$ cat config.mk
export PLATFORM = sky130hd
export DESIGN_NAME = led_blink_seq
export DESIGN_NICKNAME = d
export VERILOG_FILES = /design/src/rtl/led_pkg.sv /design/src/rtl/led_phase_timer.sv /design/src/rtl/led_blink_seq.sv
export SDC_FILE = /design/constraint.sdc
export NUM_CORES = 1
export LEC_CHECK = 0
export CORE_MARGIN = 5
export CORE_UTILIZATION = 59
export CTS_BUF_LIST = sky130_fd_sc_hd__clkbuf_4
export DETAILED_ROUTE_END_ITERATION = 12
export HOLD_SLACK_MARGIN = 0.15
export PLACE_DENSITY_LB_ADDON = 0.15
export SLEW_MARGIN = 20
export SYNTH_ARGS = -nofsm -noshare
export SYNTH_HDL_FRONTEND = slang
export SYNTH_HIERARCHICAL = 1
export SYNTH_SLANG_ARGS = --single-unit
$ cat constraint.sdc
create_clock -name clk -period 7 [get_ports clk]
set_clock_uncertainty 0.15 [all_clocks]
set_input_delay 2.1 -clock clk [delete_from_list [all_inputs] [get_ports clk]]
set_output_delay 2.1 -clock clk [all_outputs]
set_load 0.005 [all_outputs]
$ cat src/rtl/led_pkg.sv
// Shared definitions for the LED blink sequencer.
// Contents: FSM state type, register byte offsets and CTRL bit positions.
package led_pkg;

    typedef enum logic [1:0] {
        ST_IDLE = 2'd0,
        ST_ON   = 2'd1,
        ST_OFF  = 2'd2
    } led_state_t;

    localparam logic [3:0] LED_CTRL = 4'h0;
    localparam logic [3:0] LED_ON   = 4'h4;
    localparam logic [3:0] LED_OFF  = 4'h8;
    localparam logic [3:0] LED_CNT  = 4'hC;

    localparam int CTRL_MANUAL   = 0;
    localparam int CTRL_INFINITE = 1;
    localparam int CTRL_START    = 8;
    localparam int CTRL_STOP     = 9;
    localparam int CTRL_BUSY     = 16;
    localparam int CTRL_DONE     = 17;

endpackage

$ cat src/rtl/led_phase_timer.sv
// Phase down-counter for the LED blink sequencer.
// Ports:
//   clk, rst_n  clock / async active-low reset
//   load_val    programmed phase time in cycles (0 behaves as 1)
//   load        load strobe, issued on phase entry
//   expired     high while the counter is 0 (last cycle of the phase)
module led_phase_timer
    import led_pkg::*;
#(
    parameter int CNT_W = 24
) (
    input  logic             clk,
    input  logic             rst_n,
    input  logic [CNT_W-1:0] load_val,
    input  logic             load,
    output logic             expired
);

    logic [CNT_W-1:0] timer;

    // Loading max(TIME,1)-1 makes the phase last exactly max(TIME,1) cycles.
    always_ff @(posedge clk or negedge rst_n) begin
        if (!rst_n) begin
            timer <= '0;
        end else if (load) begin
            timer <= (load_val == '0) ? '0 : load_val - 1'b1;
        end else if (timer != '0) begin
            timer <= timer - 1'b1;
        end
    end

    assign expired = (timer == '0);

endmodule

$ cat src/rtl/led_blink_seq.sv
// Memory-mapped LED blink train controller.
// Ports:
//   clk, rst_n     clock / async active-low reset
//   address        register byte offset
//   write_en       single-cycle write strobe, data_in
//   read_en        read strobe; data_out is combinational, 0 when idle/unmapped
//   led            registered LED drive
//
// state | meaning
// IDLE  | no train; led follows MANUAL
// ON    | on phase of a blink, led=1
// OFF   | off phase of a blink, led=0
module led_blink_seq
    import led_pkg::*;
#(
    parameter int CNT_W        = 24,
    parameter int RST_ON_TIME  = 1000,
    parameter int RST_OFF_TIME = 1000
) (
    input  logic        clk,
    input  logic        rst_n,
    input  logic [3:0]  address,
    input  logic        write_en,
    input  logic        read_en,
    input  logic [31:0] data_in,
    output logic [31:0] data_out,
    output logic        led
);

    led_state_t       state, state_nx;
    logic             manual, infinite, done;
    logic [15:0]      count;
    logic [CNT_W-1:0] on_time, off_time;

    logic             wr_ctrl, wr_on, wr_off, wr_cnt;
    logic             start, stop;
    logic             manual_nx, infinite_nx;
    logic             tmr_load, tmr_expired;
    logic [CNT_W-1:0] tmr_val;
    logic             done_set, done_clr, cnt_dec;
    logic [15:0]      cnt_after;

    assign wr_ctrl = write_en && (address == LED_CTRL);
    assign wr_on   = write_en && (address == LED_ON);
    assign wr_off  = write_en && (address == LED_OFF);
    assign wr_cnt  = write_en && (address == LED_CNT);
    assign start   = wr_ctrl && data_in[CTRL_START];
    assign stop    = wr_ctrl && data_in[CTRL_STOP];

    // A CTRL write updates MANUAL/INFINITE on the same edge as START acts,
    // so decisions use the values being written.
    assign manual_nx   = wr_ctrl ? data_in[CTRL_MANUAL]   : manual;
    assign infinite_nx = wr_ctrl ? data_in[CTRL_INFINITE] : infinite;

    // Count after an end-of-OFF; a same-cycle software write wins, and a
    // count already at 0 (written during the run) stays 0 and ends the train.
    always_comb begin
        cnt_after = count;
        if (wr_cnt)
            cnt_after = data_in[15:0];
        else if (count != 16'd0)
            cnt_after = count - 16'd1;
    end

    always_comb begin
        state_nx = state;
        tmr_load = 1'b0;
        tmr_val  = on_time;
        done_set = 1'b0;
        done_clr = 1'b0;
        cnt_dec  = 1'b0;
        if (stop) begin
            state_nx = ST_IDLE;
        end else if (start) begin
            if ((count != 16'd0) || infinite_nx) begin
                state_nx = ST_ON;
                tmr_load = 1'b1;
                done_clr = 1'b1;
            end else begin
                state_nx = ST_IDLE;
                done_set = 1'b1;
            end
        end else begin
            case (state)
                ST_ON: begin
                    if (tmr_expired) begin
                        state_nx = ST_OFF;
                        tmr_load = 1'b1;
                        tmr_val  = off_time;
                    end
                end
                ST_OFF: begin
                    if (tmr_expired) begin
                        if (infinite) begin
                            state_nx = ST_ON;
                            tmr_load = 1'b1;
                        end else begin
                            cnt_dec = 1'b1;
                            if (cnt_after != 16'd0) begin
                                state_nx = ST_ON;
                                tmr_load = 1'b1;
                            end else begin
                                state_nx = ST_IDLE;
                                done_set = 1'b1;
                            end
                        end
                    end
                end
                default: state_nx = ST_IDLE;
            endcase
        end
    end

    always_ff @(posedge clk or negedge rst_n) begin
        if (!rst_n) begin
            state    <= ST_IDLE;
            led      <= 1'b1;
            manual   <= 1'b1;
            infinite <= 1'b0;
            done     <= 1'b0;
            count    <= 16'd0;
            on_time  <= CNT_W'(RST_ON_TIME);
            off_time <= CNT_W'(RST_OFF_TIME);
        end else begin
            state    <= state_nx;
            manual   <= manual_nx;
            infinite <= infinite_nx;
            case (state_nx)
                ST_ON:   led <= 1'b1;
                ST_OFF:  led <= 1'b0;
                default: led <= manual_nx;
            endcase
            if (done_clr)
                done <= 1'b0;
            else if (done_set)
                done <= 1'b1;
            if (wr_cnt || cnt_dec)
                count <= cnt_after;
            if (wr_on)
                on_time <= data_in[CNT_W-1:0];
            if (wr_off)
                off_time <= data_in[CNT_W-1:0];
        end
    end

    led_phase_timer #(.CNT_W(CNT_W)) u_timer (
        .clk      (clk),
        .rst_n    (rst_n),
        .load_val (tmr_val),
        .load     (tmr_load),
        .expired  (tmr_expired)
    );

    always_comb begin
        data_out = 32'd0;
        if (read_en) begin
            case (address)
                LED_CTRL: begin
                    data_out[CTRL_MANUAL]   = manual;
                    data_out[CTRL_INFINITE] = infinite;
                    data_out[CTRL_BUSY]     = (state != ST_IDLE);
                    data_out[CTRL_DONE]     = done;
                end
                LED_ON:  data_out = 32'(on_time);
                LED_OFF: data_out = 32'(off_time);
                LED_CNT: data_out = {16'd0, count};
                default: data_out = 32'd0;
            endcase
        end
    end

endmodule
==> impl_metrics.csv <==
group,metric,value,unit
status,outcome,"finished clean",
worst_setup_path,reg2reg_from,"u_timer/timer[4]$_DFFE_PN0P_",
detailed_routing,ant_nets,0,
detailed_routing,dr_wl_met3,1050,µm
worst_setup_path,worstPathCellList,"clkdlybuf4s50_1, nor2b_1, and2_1, a22oi_1, nor2b_1, clkdlybuf4s50_1",
worst_setup_path,max_stage_delay,0.65,ns
run,max_cap_viol_count,0,
detailed_routing,viasPerCell,6.37,
floorplanning,fp.dieW,113,µm
clock_tree,cts_buffers,9,
logic_synthesis,async_reset_ff_share,100,%
clock_tree,cts-hold-fix-buffers,0,
clock_tree,cts-root-buf,"clkbuf_4",
timing,max_freq,154,MHz
floorplanning,rows,37,
logic_synthesis,synth_edf_count,0,
finish,area_growth,12.1,%
finish,num_antenna_cells,0,
worst_setup_path,r2r_slack,1.96,ns
worst_setup_path,path_max_fanout,10,
detailed_routing,m1WireLength,7350,µm
clock_tree,worstSkewPairLatency,0.47,ns
global_route,grt_overflow,0,
clock_tree,clk_pin_slew,0.15,ns
worst_setup_path,critPathBufInv,2,
worst_setup_path,cp-start-kind,"primary input",
floorplanning,die_area,12800,µm²
finish,drive_gt1_share,21.9,%
logic_synthesis,syn_area_per_cell,9.61,µm²
min_path,hold_start,"manual$_DFF_PN1_",
logic_synthesis,syn_inst,655,
worst_setup_path,end_kind,"output port",
timing,setup_tns,0,ns
logic_synthesis,yosys_warnings,6,
clock_tree,cts.path.max_buffers,2,
min_path,min_to,"manual$_DFF_PN1_",
clock_tree,cts_tree,"done",
place,port_buffers,56,
power_and_ir_drop,power_density,235,nW/µm²
floorplanning,boundaryPins,73,
logic_synthesis,ys_ff_latch,94,
detailed_routing,num_vias,5347,
global_route,grt_pass1_wl,26900,µm
timing,finalCriticalPeriod,6.49,ns
timing,worstMarginPinSlew,0.930,ns
clock_tree,htreeDepth,3,
floorplanning,fp.coreArea,10400,µm²
timing,slew_viol_final,0,
detailed_routing,dr.first_iter.drc_count,450,
detailed_routing,wirelength,16400,µm
detailed_routing,drc,0,
worst_setup_path,worstRegToRegCells,13,
global_route,antenna_found_initial,0,
clock_tree,cts_setup_buffers,0,
timing,rsz0062_at_grt,"false",
min_path,hp-class,"flip-flop to flip-flop",
power_and_ir_drop,ir_worst_vdd,0.000157,V
detailed_routing,wire_per_inst,19.5,µm
timing,holdWs,0.353,ns
min_path,hold_path_depth,2,
global_route,grt_start_max_net_pins,72,
logic_synthesis,synthDistinctLibCells,64,
detailed_routing,firstDrtPassIters,6,
clock_tree,ctsResizeCount,0,
global_route,grt_pass1_vias,5215,
worst_setup_path,r2r_end,"u_timer/timer[19]$_DFFE_PN0P_",
floorplanning,start_util,60.7,%
place,placed_area,6950,µm²
finish,layout_common_cells,"mux2_2 (88), dfrtp_1 (80), nor2_1 (62)",
clock_tree,cts_num_sinks,94,
worst_setup_path,cp_top_family,"buffers and inverters",
detailed_routing,routed.top_layer,"met4",
worst_setup_path,crit_arrival,4.24,ns
timing,setup_viol,0,
global_route,grt_usage,26.2,%
timing,slew_headroom,38.0,%
power_and_ir_drop,power_leakage,2.68,nW
logic_synthesis,ys_seq_area_share,37.6,%
place,dp.final_hpwl,12000,µm
finish,design_area,7060,µm²
worst_setup_path,crit_type,"primary input to output port",
logic_synthesis,synth_area,6300,µm²
place,place.gp.congestion,0.876,
timing,fin_crit_sh,92.8,%
timing,hold_viol,0,
worst_setup_path,critPathRequiredTime,4.75,ns
finish,final_nets,748,
finish,final_common_cell,"mux2_2",
worst_setup_path,cp_slowest_cell,"clkdlybuf4s50_1",
floorplanning,die_h,113,µm
detailed_routing,route.met2.wl,7700,µm
logic_synthesis,ys.flop_type,"dfrtp_1",
## layout make-up
type / count / area, µm²
Clock buffer: 11 / 82.6
Clock inverter: 5 / 26.3
Fill cell: 845 / 3310
Inverter: 12 / 45.0
Multi-Input combinational cell: 509 / 3660
Sequential cell: 94 / 2370
Tap cell: 136 / 170
Timing Repair Buffer: 73 / 698
## metrics by stage
| stage | utilization, % | std cells | total power [mW] | setup slack (ns) |
|---|---|---|---|---|
| floorplan | - | 662 | 1.22 | 1.27 |
| global placement | 67.0 | 824 | 1.37 | 0.523 |
| detailed placement | 67.0 | 824 | 1.40 | 0.469 |
| CTS | 68.0 | 840 | 1.66 | 0.519 |
| global route | 68.1 | 840 | 1.76 | 0.347 |
| finish | 68.1 | 840 | 1.66 | 0.505 |
## logic make-up (layout without fill, tap and decap cells)
logic type	Yosys count	after routing	share of synthesized area, %
XOR/XNOR	44	44	6.12
buffers and inverters	59	101	4.69
flip-flops	94	94	37.6
other	1	8	0.0596
AND/OR/NAND/NOR	238	238	20.5
multiplexers	92	92	16.4
AO/OA/AOI/OAI	118	118	12.8
adder cells (fa/ha/maj)	9	9	1.79
## synth_stat cells (17+ instances only)
cell type / n / area, µm²
dfrtp_1: 80 / 2000
a22oi_1: 24 / 180
nor3_1: 18 / 90.1
nand3_1: 18 / 90.1
nand2_1: 48 / 180
nor2_1: 63 / 236
o21ai_0: 20 / 100
mux2_2: 88 / 991
nor4_1: 19 / 119
a21oi_1: 17 / 85.1
xnor2_1: 29 / 254
clkbuf_1: 20 / 75.1
## flip-flops by register name (all words and copies together) (netlist names)
signal / cells
count: 16
manual: 1
off_time: 24
led: 1
done: 1
on_time: 24
state: 2
u_timer/timer: 24
infinite: 1
## worst max-delay path by stage
stage	slack (ns)	start	depth (start not counted)	to
after floorplan	1.27	address[1]	14	u_timer/timer[15]$_DFFE_PN0P_
after global placement	0.52	address[2]	12	u_timer/timer[19]$_DFFE_PN0P_
after detailed placement	0.47	address[2]	12	u_timer/timer[19]$_DFFE_PN0P_
after CTS	0.52	address[2]	6	data_out[23]
after global routing	0.35	address[2]	6	data_out[18]
final	0.51	address[2]	6	data_out[23]
## tightest hold or removal path: stages (launching register included)
cell,delay [ns]
dfstp_2,0.40
nand2_1,0.05
nand2_1,0.06
## power by group
part / internal [mW] / switching (mW) / total (mW)
sequential: 0.688 / 0.150 / 0.838
combinational: 0.288 / 0.271 / 0.559
clock: 0.0785 / 0.185 / 0.263
## layer usage
metal / track usage [%] / up-vias
met1: 36.3 / 2633
met4: 7.45 / 0
li1: - / 2479
met5: 0 / -
met2: 41.9 / 211
met3: 5.35 / 24
Power figures use the tool's default switching activity.
